===== src/rtl/cpu64_l2_pkg.sv =====
// Shared L2 definitions: TileLink C opcodes, probe cap encodings and
// the probe-controller state encoding.
package cpu64_l2_pkg;

  localparam logic [2:0] PROBE_ACK      = 3'd4;
  localparam logic [2:0] PROBE_ACK_DATA = 3'd5;

  localparam logic [1:0] TO_T = 2'd0;
  localparam logic [1:0] TO_B = 2'd1;
  localparam logic [1:0] TO_N = 2'd2;

  localparam logic [1:0] ST_IDLE   = 2'd0;
  localparam logic [1:0] ST_ACTIVE = 2'd1;
  localparam logic [1:0] ST_DONE   = 2'd2;

  function automatic logic is_probe_ack(input logic [2:0] op);
    return (op == PROBE_ACK) || (op == PROBE_ACK_DATA);
  endfunction

endpackage


===== src/rtl/cpu64_l2_prio_onehot.sv =====
// Lowest-set-bit one-hot encoder: two's-complement isolate of the LSB.
module cpu64_l2_prio_onehot #(
  parameter int W = 4
) (
  input  logic [W-1:0] req_i,
  output logic [W-1:0] gnt_o
);

  assign gnt_o = req_i & (~req_i + W'(1));

endmodule


===== src/rtl/cpu64_l2_probe_ctrl.sv =====
// Probe fan-out / ack collection for one L2 MSHR entry: issues B-channel
// probes one core at a time and retires C-channel ProbeAck(Data).
module cpu64_l2_probe_ctrl
  import cpu64_l2_pkg::*;
#(
  parameter int ADDR_W = 64,
  parameter int CORES  = 4,
  parameter int ID_W   = $clog2(CORES)
) (
  input  logic              clk,
  input  logic              rst,
  input  logic              start_i,
  input  logic [ADDR_W-1:0] start_addr_i,
  input  logic [CORES-1:0]  start_mask_i,
  input  logic [1:0]        start_cap_i,
  output logic              busy_o,
  output logic              set_probes_o,
  output logic [CORES-1:0]  probes_mask_o,
  output logic [CORES-1:0]  b_valid_o,
  input  logic [CORES-1:0]  b_ready_i,
  output logic [ADDR_W-1:0] b_addr_o,
  output logic [1:0]        b_param_o,
  input  logic              c_valid_i,
  output logic              c_ready_o,
  input  logic [2:0]        c_opcode_i,
  input  logic [ID_W-1:0]   c_source_i,
  output logic              probe_ack_o,
  output logic [ID_W-1:0]   probe_ack_id_o,
  output logic              dirty_o,
  output logic              err_o,
  output logic              done_o
);

  logic [1:0]        state_q, state_d;
  logic [CORES-1:0]  issue_q, issue_d;
  logic [CORES-1:0]  ack_q, ack_d;
  logic              dirty_q, dirty_d;
  logic [ADDR_W-1:0] addr_q;
  logic [1:0]        cap_q;
  logic [CORES-1:0]  mask_q;
  logic              busy_q, set_probes_q, probe_ack_q, err_q, done_q;
  logic [ID_W-1:0]   probe_ack_id_q;

  logic [CORES-1:0]  b_gnt;
  logic              b_fire, c_fire, c_hit;
  logic              start_acc, ack_pulse, err_pulse;

  cpu64_l2_prio_onehot #(.W(CORES)) u_prio (
    .req_i (issue_q),
    .gnt_o (b_gnt)
  );

  assign b_valid_o = (state_q == ST_ACTIVE) ? b_gnt : '0;
  assign c_ready_o = (state_q == ST_ACTIVE);
  assign b_fire    = |(b_valid_o & b_ready_i);
  assign c_fire    = c_valid_i & c_ready_o & is_probe_ack(c_opcode_i);
  // An ack only counts once its probe has left; same-cycle B handshake is too early.
  assign c_hit     = ack_q[c_source_i] & ~issue_q[c_source_i];

  always_comb begin
    state_d   = state_q;
    issue_d   = issue_q;
    ack_d     = ack_q;
    dirty_d   = dirty_q;
    start_acc = 1'b0;
    ack_pulse = 1'b0;
    err_pulse = 1'b0;
    case (state_q)
      ST_IDLE: begin
        if (start_i && !busy_q) begin
          start_acc = 1'b1;
          issue_d   = start_mask_i;
          ack_d     = start_mask_i;
          dirty_d   = 1'b0;
          state_d   = (|start_mask_i) ? ST_ACTIVE : ST_DONE;
        end
      end
      ST_ACTIVE: begin
        if (b_fire) issue_d = issue_q & ~b_gnt;
        if (c_fire) begin
          if (c_hit) begin
            ack_d[c_source_i] = 1'b0;
            ack_pulse         = 1'b1;
            if (c_opcode_i == PROBE_ACK_DATA) dirty_d = 1'b1;
          end else begin
            err_pulse = 1'b1;
          end
        end
        if (issue_d == '0 && ack_d == '0) state_d = ST_DONE;
      end
      ST_DONE: state_d = ST_IDLE;
      default: state_d = ST_IDLE;
    endcase
  end

  always_ff @(posedge clk or posedge rst) begin
    if (rst) begin
      state_q        <= ST_IDLE;
      issue_q        <= '0;
      ack_q          <= '0;
      dirty_q        <= 1'b0;
      addr_q         <= '0;
      cap_q          <= '0;
      mask_q         <= '0;
      busy_q         <= 1'b0;
      set_probes_q   <= 1'b0;
      probe_ack_q    <= 1'b0;
      probe_ack_id_q <= '0;
      err_q          <= 1'b0;
      done_q         <= 1'b0;
    end else begin
      state_q      <= state_d;
      issue_q      <= issue_d;
      ack_q        <= ack_d;
      dirty_q      <= dirty_d;
      set_probes_q <= start_acc;
      probe_ack_q  <= ack_pulse;
      err_q        <= err_pulse;
      done_q       <= (state_q == ST_DONE);
      // busy covers the done pulse cycle so a new start cannot overlap it
      busy_q       <= (state_d != ST_IDLE) || (state_q == ST_DONE);
      if (start_acc) begin
        addr_q <= start_addr_i;
        cap_q  <= start_cap_i;
        mask_q <= start_mask_i;
      end
      if (ack_pulse) probe_ack_id_q <= c_source_i;
    end
  end

  assign busy_o         = busy_q;
  assign set_probes_o   = set_probes_q;
  assign probes_mask_o  = mask_q;
  assign b_addr_o       = addr_q;
  assign b_param_o      = cap_q;
  assign probe_ack_o    = probe_ack_q;
  assign probe_ack_id_o = probe_ack_id_q;
  assign dirty_o        = dirty_q;
  assign err_o          = err_q;
  assign done_o         = done_q;

endmodule


===== config.mk =====
export PLATFORM = sky130hd
export DESIGN_NAME = cpu64_l2_probe_ctrl
export DESIGN_NICKNAME = d
export VERILOG_FILES = /design/src/rtl/cpu64_l2_pkg.sv /design/src/rtl/cpu64_l2_prio_onehot.sv /design/src/rtl/cpu64_l2_probe_ctrl.sv
export SDC_FILE = /design/constraint.sdc
export NUM_CORES = 1
export LEC_CHECK = 0
export ABC_AREA = 1
export CAP_MARGIN = 20
export CORE_MARGIN = 4
export CORE_UTILIZATION = 41
export CTS_CLUSTER_DIAMETER = 150
export DETAILED_ROUTE_END_ITERATION = 8
export PLACE_DENSITY_LB_ADDON = 0.08
export RECOVER_POWER = 50
export REMOVE_ABC_BUFFERS = 1
export SYNTH_ARGS = -nofsm -noshare
export SYNTH_HDL_FRONTEND = slang
export SYNTH_SLANG_ARGS = --single-unit

===== constraint.sdc =====
create_clock -name clk -period 3.2 [get_ports clk]
set_clock_uncertainty 0.05 [all_clocks]
set_input_delay 0.48 -clock clk [delete_from_list [all_inputs] [get_ports clk]]
set_output_delay 0.48 -clock clk [all_outputs]
set_load 0.005 [all_outputs]

==> flow_metrics.py, run 1 <==
metrics = {
    "power_and_ir_drop": {
        "p_per_area_nw_per_um2": 852,
        "power_switching_uw": 1630,
        "combPwrFrac": 0.433,
        "p_sw_frac": 0.342,
        "internal_power_uw": 3130,
        "power_leakage_uw": 0.00279,
        "ir_drop_v": 0.000725,
        "p_clk_frac": 0.168,
        "pwr-share-seq": 0.398,
    },
    "logic_synthesis": {
        "yosysWarnings": 0,
        "syn_area_per_cell_um2": 8.54,
        "syn_inst": 425,
        "ys_seq_elements": 88,
        "yosysUniqueCellTypes": 24,
        "synth_area_um2": 3630,
        "ys_seq_area_frac": 0.606,
    },
    "floorplanning": {
        "rows": 34,
        "coreArea_um2": 8680,
        "io_pins": 166,
        "die_height_um": 102,
        "start_util": 0.418,
        "die_area_um2": 10400,
        "fp.dieW_um": 102,
    },
    "timing": {
        "max_slew_margin": -0.202,
        "fin_tns_setup_ps": 0,
        "drv_slew": 40,
        "fin_crit_ps": 2600,
        "rsz0062_at_grt": "false",
        "max_freq_ghz": 0.384,
        "final-setup-viol-count": 0,
        "hold_violations": 0,
        "tightest_slew_ps": 1790,
        "setup_ws_ps": 597,
        "whs_ps": 420,
        "period_share": 0.813,
    },
    "route": {
        "drc": 0,
        "wl_per_cell_um": 14.1,
        "drt-met1-wl_um": 4250,
        "detail-route-antenna-nets": 0,
        "drtPass1Iterations": 4,
        "vias_per_cell": 4.74,
        "num_vias": 3312,
        "first_iter_violations": 130,
        "wl_met3_um": 935,
        "wirelength_um": 9860,
        "route.met2.wl_um": 4580,
        "topRoutingLayerUsed": "met4",
    },
    "run": {
        "drv_cap": 1,
    },
    "clocking": {
        "clock_sinks": 88,
        "ctsResizeCount": 0,
        "cts_tree": "done",
        "holdBufCountCts": 0,
        "clk_pin_slew_ps": 80,
        "htreeDepth": 3,
        "clock_tree.root_cell": "clkbuf_8",
        "cts_max_path_buffers": 2,
        "cts_setup_buffers": 0,
        "worstSkewPairLatency_ps": 340,
        "numCtsBuffers": 9,
    },
    "placed_design": {
        "io_buffers": 165,
        "place_congestion": 0.816,
        "dp_slack_ps": 765,
        "hpwl_um": 7250,
    },
    "worst_setup_path": {
        "end_kind": "flip-flop",
        "critical_path.max_fanout": 74,
        "path_class": "in -> reg",
        "startpoint_type": "primary input",
        "cp_data_arrival_time_ps": 2780,
        "crit_required_ps": 3380,
    },
    "cells_and_area": {
        "nets": 669,
        "final_common_cell": "nand2_1",
        "drive_gt1_frac": 0.0575,
        "fill_cells": 738,
        "areaGrowthSynthToFinish_pct": 53.9,
        "final_cell_mix": "nand2_1 (253), clkdlybuf4s50_1 (126), dfrtp_1 (88), dlygate4sd3_1 (39), clkbuf_8 (12)",
        "diodes": 0,
    },
    "global_route": {
        "grt_first_pass_wirelength_um": 15800,
        "antenna_found_initial": 0,
        "overflow": 0,
        "grt_util_all_layers": 0.193,
        "grt_pass1_vias": 3184,
        "grt_max_degree": 75,
    },
    "outcome": {
        "status": "finished, violations left",
        "violations": "max-capacitance violations, max-slew violations",
    },
    "hold_path": {
        "hp-class": "reg -> reg",
    },
}
[final cells by class]
type	count	area (um2)	share of cell area
Sequential cell	88	2200	0.394
Timing Repair Buffer	168	1700	0.304
Multi-Input combinational cell	305	1280	0.229
Clock buffer	12	165	0.0295
Tap cell	108	135	0.0242
Inverter	14	56.3	0.0101
Clock inverter	4	51.3	0.00918
[synth_stat cells (all sizes together)]
master,count,area [um2]
o211ai,7,52.6
o21ai,2,10.0
clkbuf,6,22.5
or2,1,6.26
a31oi,1,6.26
nor3,1,5.00
nand3,9,45.0
a21oi,2,10.0
nor2,18,128
o21a,2,15.0
nand3b,1,7.51
inv,14,55.1
nand2,253,950
buf,12,66.3
dfrtp,88,2200
nand4,6,37.5
nor4,2,12.5
[state kept, by name, summed over array words and instances, names as in the netlist, 2 cells and up]
signal          count
probe_ack_id_o      2
ack_q               4
state_q             2
probes_mask_o       4
b_param_o           2
issue_q             4
b_addr_o           64
[through the flow]
step	power [uW]	instances	area, um2	utilization
CTS	4910	699	5600	0.645
floorplan	2760	407	3540	-
detailed placement	4090	683	5380	0.620
global route	5140	699	5590	0.644
finish	4760	699	5590	0.644
global placement	4020	682	5360	0.618
[layer usage]
metal	GRT usage	vias up
met5	0	-
met4	0.0575	0
met3	0.0573	11
met2	0.304	115
met1	0.261	1554
li1	-	1632
[worst paths after layout]
| check | startpoint | endpoint | slack [ps] | cells past startpoint |
|---|---|---|---|---|
| max | start_i | issue_q[1]$_DFFE_PP0P_ | 600 | 7 |
| min reg2reg | b_param_o[0]$_DFFE_PP0P_ | b_param_o[0]$_DFFE_PP0P_ | 420 | 2 |
| max reg2reg | state_q[1]$_DFF_PP0_ | issue_q[1]$_DFFE_PP0P_ | 620 | 7 |
| min in group asynchronous | rst | b_addr_o[28]$_DFFE_PP0P_ | 970 | 2 |
| min | b_param_o[0]$_DFFE_PP0P_ | b_param_o[0]$_DFFE_PP0P_ | 420 | 2 |
| max in group asynchronous | rst | b_addr_o[56]$_DFFE_PP0P_ | 1200 | 3 |
[kinds of logic (layout without fill, tap and decap cells)]
kind of cell	count (synthesis)	in the layout	share of synthesized area
flip-flops	88	88	0.606
buffers and inverters	32	198	0.0396
AO/OA/AOI/OAI	14	14	0.0258
AND/OR/NAND/NOR	291	291	0.328
[power groups by stage]
| stage | sequential [uW] | combinational [uW] | clock [uW] |
|---|---|---|---|
| 6_report | 1900 | 2060 | 802 |
| 3_5_place_dp | 1920 | 2170 | 0 |
| 3_3_place_gp | 1910 | 2110 | 0 |
| 5_1_grt | 1960 | 2310 | 874 |
| 4_1_cts | 1910 | 2180 | 823 |
| 2_1_floorplan | 1920 | 848 | 0 |
[worst max-delay path, cell delays in order]
cell             delay (ps)
clkdlybuf4s50_1         470
nand3b_1                120
nor2_4                  110
clkbuf_2               1070
nor2_2                  240
a21oi_1                 210
o21ai_1                  70
(Power assumes the default switching activity.)
==> inputs of run 2 (changes only) <==
- clock period: 3.2 -> 2.6 ns (I/O delays scaled with it)
==> flow_metrics.py, run 2 (synthesized netlist as in run 1, its figures left out) <==
metrics = {
    "floorplanning": {
        "die_height_um": 102,
        "io_pins": 166,
        "coreArea_um2": 8680,
        "start_util": 0.418,
        "die_area_um2": 10400,
        "rows": 34,
        "fp.dieW_um": 102,
    },
    "placed_design": {
        "io_buffers": 165,
        "place_congestion": 0.826,
        "post_dp_cell_area_um2": 5390,
        "hpwl_um": 7260,
        "dpl.cell_count": 686,
    },
    "clocking": {
        "worstSkewPairLatency_ps": 340,
        "holdBufCountCts": 0,
        "htreeDepth": 3,
        "clock_tree.root_cell": "clkbuf_8",
        "cts_max_path_buffers": 2,
        "clk_pin_slew_ps": 90,
        "cts_setup_buffers": 0,
        "ctsResizeCount": 0,
        "cts_tree": "done",
        "numCtsBuffers": 9,
        "clock_sinks": 88,
    },
    "route": {
        "detail-route-antenna-nets": 0,
        "num_vias": 3285,
        "vias_per_cell": 4.70,
        "drtPass1Iterations": 4,
        "wirelength_um": 9850,
        "drc": 0,
        "first_iter_violations": 94,
        "wl_per_cell_um": 14.1,
    },
    "global_route": {
        "antenna_found_initial": 0,
        "grt_first_pass_wirelength_um": 15600,
        "grt_util_all_layers": 0.192,
        "grt_max_degree": 69,
        "grt_pass1_vias": 3135,
        "overflow": 0,
    },
    "cells_and_area": {
        "diodes": 0,
        "fill_cells": 773,
        "fin_area_um2": 5550,
        "fin_cells": 699,
        "multi_input_comb_area_um2": 1270,
        "largest_register_ffs": 64,
        "nets": 672,
        "regArea_um2": 2200,
        "final_common_cell": "nand2_1",
        "final_cell_mix": "nand2_1 (253), clkdlybuf4s50_1 (135), dfrtp_1 (88), dlygate4sd3_1 (30), nor2_1 (12)",
        "drive_gt1_frac": 0.0525,
        "areaGrowthSynthToFinish_pct": 52.9,
    },
    "timing": {
        "final-setup-viol-count": 0,
        "hold_violations": 0,
        "drv_slew": 0,
        "max_slew_margin": 0.163,
        "whs_ps": 417,
        "max_freq_ghz": 0.429,
        "period_share": 0.897,
        "fin_crit_ps": 2330,
        "tightest_slew_ps": 1250,
        "rsz0062_at_grt": "false",
    },
    "run": {
        "drv_cap": 0,
    },
    "power_and_ir_drop": {
        "p_clk_frac": 0.167,
        "pwr-share-seq": 0.398,
        "combPwrFrac": 0.435,
        "internal_power_uw": 3860,
        "p_sw_frac": 0.338,
        "power_switching_uw": 1970,
        "ir_drop_v": 0.000498,
        "finalPower_uw": 5830,
        "p_per_area_nw_per_um2": 1050,
        "power_leakage_uw": 0.00276,
    },
    "worst_setup_path": {
        "reg2reg_slack_ps": 620,
        "crit_required_ps": 2160,
        "cp_data_arrival_time_ps": 1890,
        "end_kind": "primary output",
        "startpoint_type": "flip-flop",
        "critical_path.max_fanout": 11,
        "path_class": "reg -> out",
    },
    "hold_path": {
        "hp-class": "reg -> reg",
    },
    "outcome": {
        "status": "finished, final reports clean",
    },
}
run 2: per-layer routing:
layer | GRT usage | vias to the layer above | share of wire
met2 | 0.294 | 134 | 0.44
met1 | 0.263 | 1509 | 0.44
met4 | 0.0605 | 0 | 0.010
met3 | 0.0608 | 9 | 0.11
met5 | 0 | - | 0
li1 | - | 1633 | -
run 2: cell type report:
| cell class | count | share of cell area |
|---|---|---|
| tap | 108 | 0.0243 |
| multi-input combinational | 305 | 0.229 |
| timing repair buffer | 171 | 0.304 |
| sequential | 88 | 0.397 |
| clock inverter | 4 | 0.0131 |
| clock buffer | 9 | 0.0223 |
| inverter | 14 | 0.0101 |
run 2: power groups by stage:
stage               Sequential [uW]  Combinational (uW)  Clock (uW)
CTS                            2340                2680         998
floorplan                      2360                1040           0
finish                         2320                2530         974
detailed placement             2350                2670           0
global placement               2330                2640           0
global route                   2400                2840        1060
run 2: final timing paths:
check                                         start                        to  depth (start not counted)
min                        b_addr_o[30]$_DFFE_PP0P_  b_addr_o[30]$_DFFE_PP0P_                          2
max reg2reg                    state_q[1]$_DFF_PP0_  b_addr_o[42]$_DFFE_PP0P_                          7
min reg2reg                b_addr_o[30]$_DFFE_PP0P_  b_addr_o[30]$_DFFE_PP0P_                          2
max                            state_q[0]$_DFF_PP0_              b_valid_o[2]                          5
max in group asynchronous                       rst  b_addr_o[43]$_DFFE_PP0P_                          3
min in group asynchronous                       rst  b_addr_o[28]$_DFFE_PP0P_                          2
run 2: per-stage QoR:
stage	util	TNS (ps)	worst slack, ps
6_report	0.640	0	267
5_1_grt	0.640	0	106
4_1_cts	0.644	0	168
3_5_place_dp	0.621	0	435
3_3_place_gp	0.621	0	515
2_1_floorplan	-	-57470	-823
run 2: worst max-delay path: stages (launching register included):
cell	delay, ps
dfrtp_1	440
inv_2	90
nor2_8	170
inv_4	110
nor4_1	200
clkdlybuf4s50_1	550
==> inputs of run 3 (changes only) <==
- REMOVE_ABC_BUFFERS: 1 -> not set
==> flow_metrics.py, run 3 (synthesized netlist as in run 1, its figures left out) <==
metrics = {
    "clocking": {
        "worstSkewPairLatency_ps": 350,
        "clock_sinks": 88,
        "holdBufCountCts": 0,
        "cts_max_path_buffers": 2,
        "clock_tree.root_cell": "clkbuf_8",
        "htreeDepth": 3,
        "cts_setup_buffers": 0,
        "cts_tree": "done",
        "ctsResizeCount": 0,
        "clk_pin_slew_ps": 80,
        "numCtsBuffers": 9,
    },
    "power_and_ir_drop": {
        "p_per_area_nw_per_um2": 1060,
        "power_leakage_uw": 0.00278,
        "ir_drop_v": 0.000508,
    },
    "route": {
        "first_iter_violations": 112,
        "drtPass1Iterations": 4,
        "wirelength_um": 9780,
        "wl_per_cell_um": 13.9,
        "drc": 0,
        "vias_per_cell": 4.63,
        "detail-route-antenna-nets": 0,
        "num_vias": 3254,
    },
    "cells_and_area": {
        "final_cell_mix": "nand2_1 (253), clkdlybuf4s50_1 (133), dfrtp_1 (88), dlygate4sd3_1 (32), nor2_1 (11)",
        "fill_cells": 748,
        "fin_cells": 703,
        "diodes": 0,
        "nets": 673,
        "fin_area_um2": 5590,
        "largest_register_ffs": 64,
        "areaGrowthSynthToFinish_pct": 53.8,
        "final_common_cell": "nand2_1",
        "drive_gt1_frac": 0.0538,
    },
    "timing": {
        "max_freq_ghz": 0.426,
        "final-setup-viol-count": 0,
        "max_slew_margin": 0.120,
        "drv_slew": 0,
        "fin_tns_setup_ps": 0,
        "rsz0062_at_grt": "false",
        "period_share": 0.904,
        "tightest_slew_ps": 1310,
        "setup_ws_ps": 251,
        "fin_crit_ps": 2350,
        "hold_violations": 0,
    },
    "placed_design": {
        "dpl.cell_count": 687,
        "hpwl_um": 7250,
        "place_congestion": 0.869,
        "post_dp_cell_area_um2": 5430,
        "io_buffers": 165,
        "dp_slack_ps": 440,
    },
    "logic_synthesis": {
        "syn_nets": 508,
    },
    "hold_path": {
        "hp-start": "b_addr_o[46]$_DFFE_PP0P_",
        "holdPathStages": 2,
        "hp-class": "reg -> reg",
        "holdPathEnd": "b_addr_o[46]$_DFFE_PP0P_",
    },
    "worst_setup_path": {
        "startpoint_type": "flip-flop",
        "reg2reg_slack_ps": 270,
        "reg2reg_to": "b_addr_o[13]$_DFFE_PP0P_",
        "critical_path.max_fanout": 11,
        "crit_family": "buffers and inverters",
        "critPathMaxStageDelay_ps": 550,
        "critPathSlowestCell": "clkdlybuf4s50_1",
        "cp.buffers_inverters": 3,
        "path_cells": "inv_2, nor2_8, inv_4, nor4_1, clkdlybuf4s50_1",
        "r2r-start": "state_q[1]$_DFF_PP0_",
        "end_kind": "primary output",
        "crit_required_ps": 2160,
        "path_class": "reg -> out",
        "r2r_cells": 7,
        "cp_data_arrival_time_ps": 1910,
    },
    "floorplanning": {
        "die_area_um2": 10400,
        "coreArea_um2": 8680,
        "start_util": 0.418,
        "rows": 34,
        "fp.dieW_um": 102,
        "die_height_um": 102,
        "io_pins": 166,
    },
    "run": {
        "drv_cap": 0,
    },
    "global_route": {
        "overflow": 0,
        "grt_util_all_layers": 0.188,
        "grt_pass1_vias": 3134,
        "grt_max_degree": 75,
        "antenna_found_initial": 0,
        "grt_first_pass_wirelength_um": 15300,
    },
    "outcome": {
        "status": "finished, final reports clean",
    },
}
run 3: cell types whose count changed in the layout (fill, tap and decap cells not counted), sizes merged:
cell,delta
clkbuf,+3
clkdlybuf4s50,-2
dlygate4sd3,+2
clkinv,+1
run 3: worst max-delay path by stage:
stage / from / end / slack (ps) / cells after the start
after floorplan: state_q[0]$_DFF_PP0_ / b_valid_o[2] / 1060 / 5
after global placement: start_i / b_addr_o[5]$_DFFE_PP0P_ / 500 / 7
after detailed placement: c_source_i[0] / state_q[0]$_DFF_PP0_ / 440 / 12
after CTS: state_q[0]$_DFF_PP0_ / b_valid_o[2] / 190 / 5
after global routing: state_q[1]$_DFF_PP0_ / b_addr_o[51]$_DFFE_PP0P_ / 60 / 7
final: state_q[0]$_DFF_PP0_ / b_valid_o[2] / 250 / 5
run 3: stage by stage:
stage	hold slack, ps	utilization	total power [uW]
after floorplan	415	-	3460
after CTS	428	0.650	6090
after detailed placement	408	0.625	5050
after global placement	403	0.625	4980
after global routing	440	0.644	6380
final	418	0.644	5900
run 3: power by group:
group / switching (uW) / total (uW) / internal (uW)
Combinational: 1180 / 2550 / 1370
Clock: 476 / 1020 / 543
Sequential: 367 / 2330 / 1970
run 3: metal layers:
metal	track usage	routed length [um]	share of wire	vias up
met5	0	0	0	-
met4	0.0636	189	0.019	0
met3	0.0655	844	0.086	15
met2	0.306	4760	0.49	117
met1	0.235	3990	0.41	1478
li1	-	-	-	1644
run 3: layout make-up:
cell class | instances | area, um2 | share of cell area
multi-input cells | 305 | 1270 | 0.228
inverters | 14 | 56.3 | 0.0101
flip-flops and latches | 88 | 2200 | 0.394
clock inverters | 5 | 81.3 | 0.0146
clock buffers | 11 | 131 | 0.0235
well taps | 108 | 135 | 0.0242
repair buffers | 172 | 1700 | 0.305
run 3: worst reg2reg max path: cells and delay by family (launching register included):
family | cells | cell delay (ps)
buffers and inverters | 3 | 1450
AND/OR/NAND/NOR | 4 | 330
flip-flops | 1 | 460
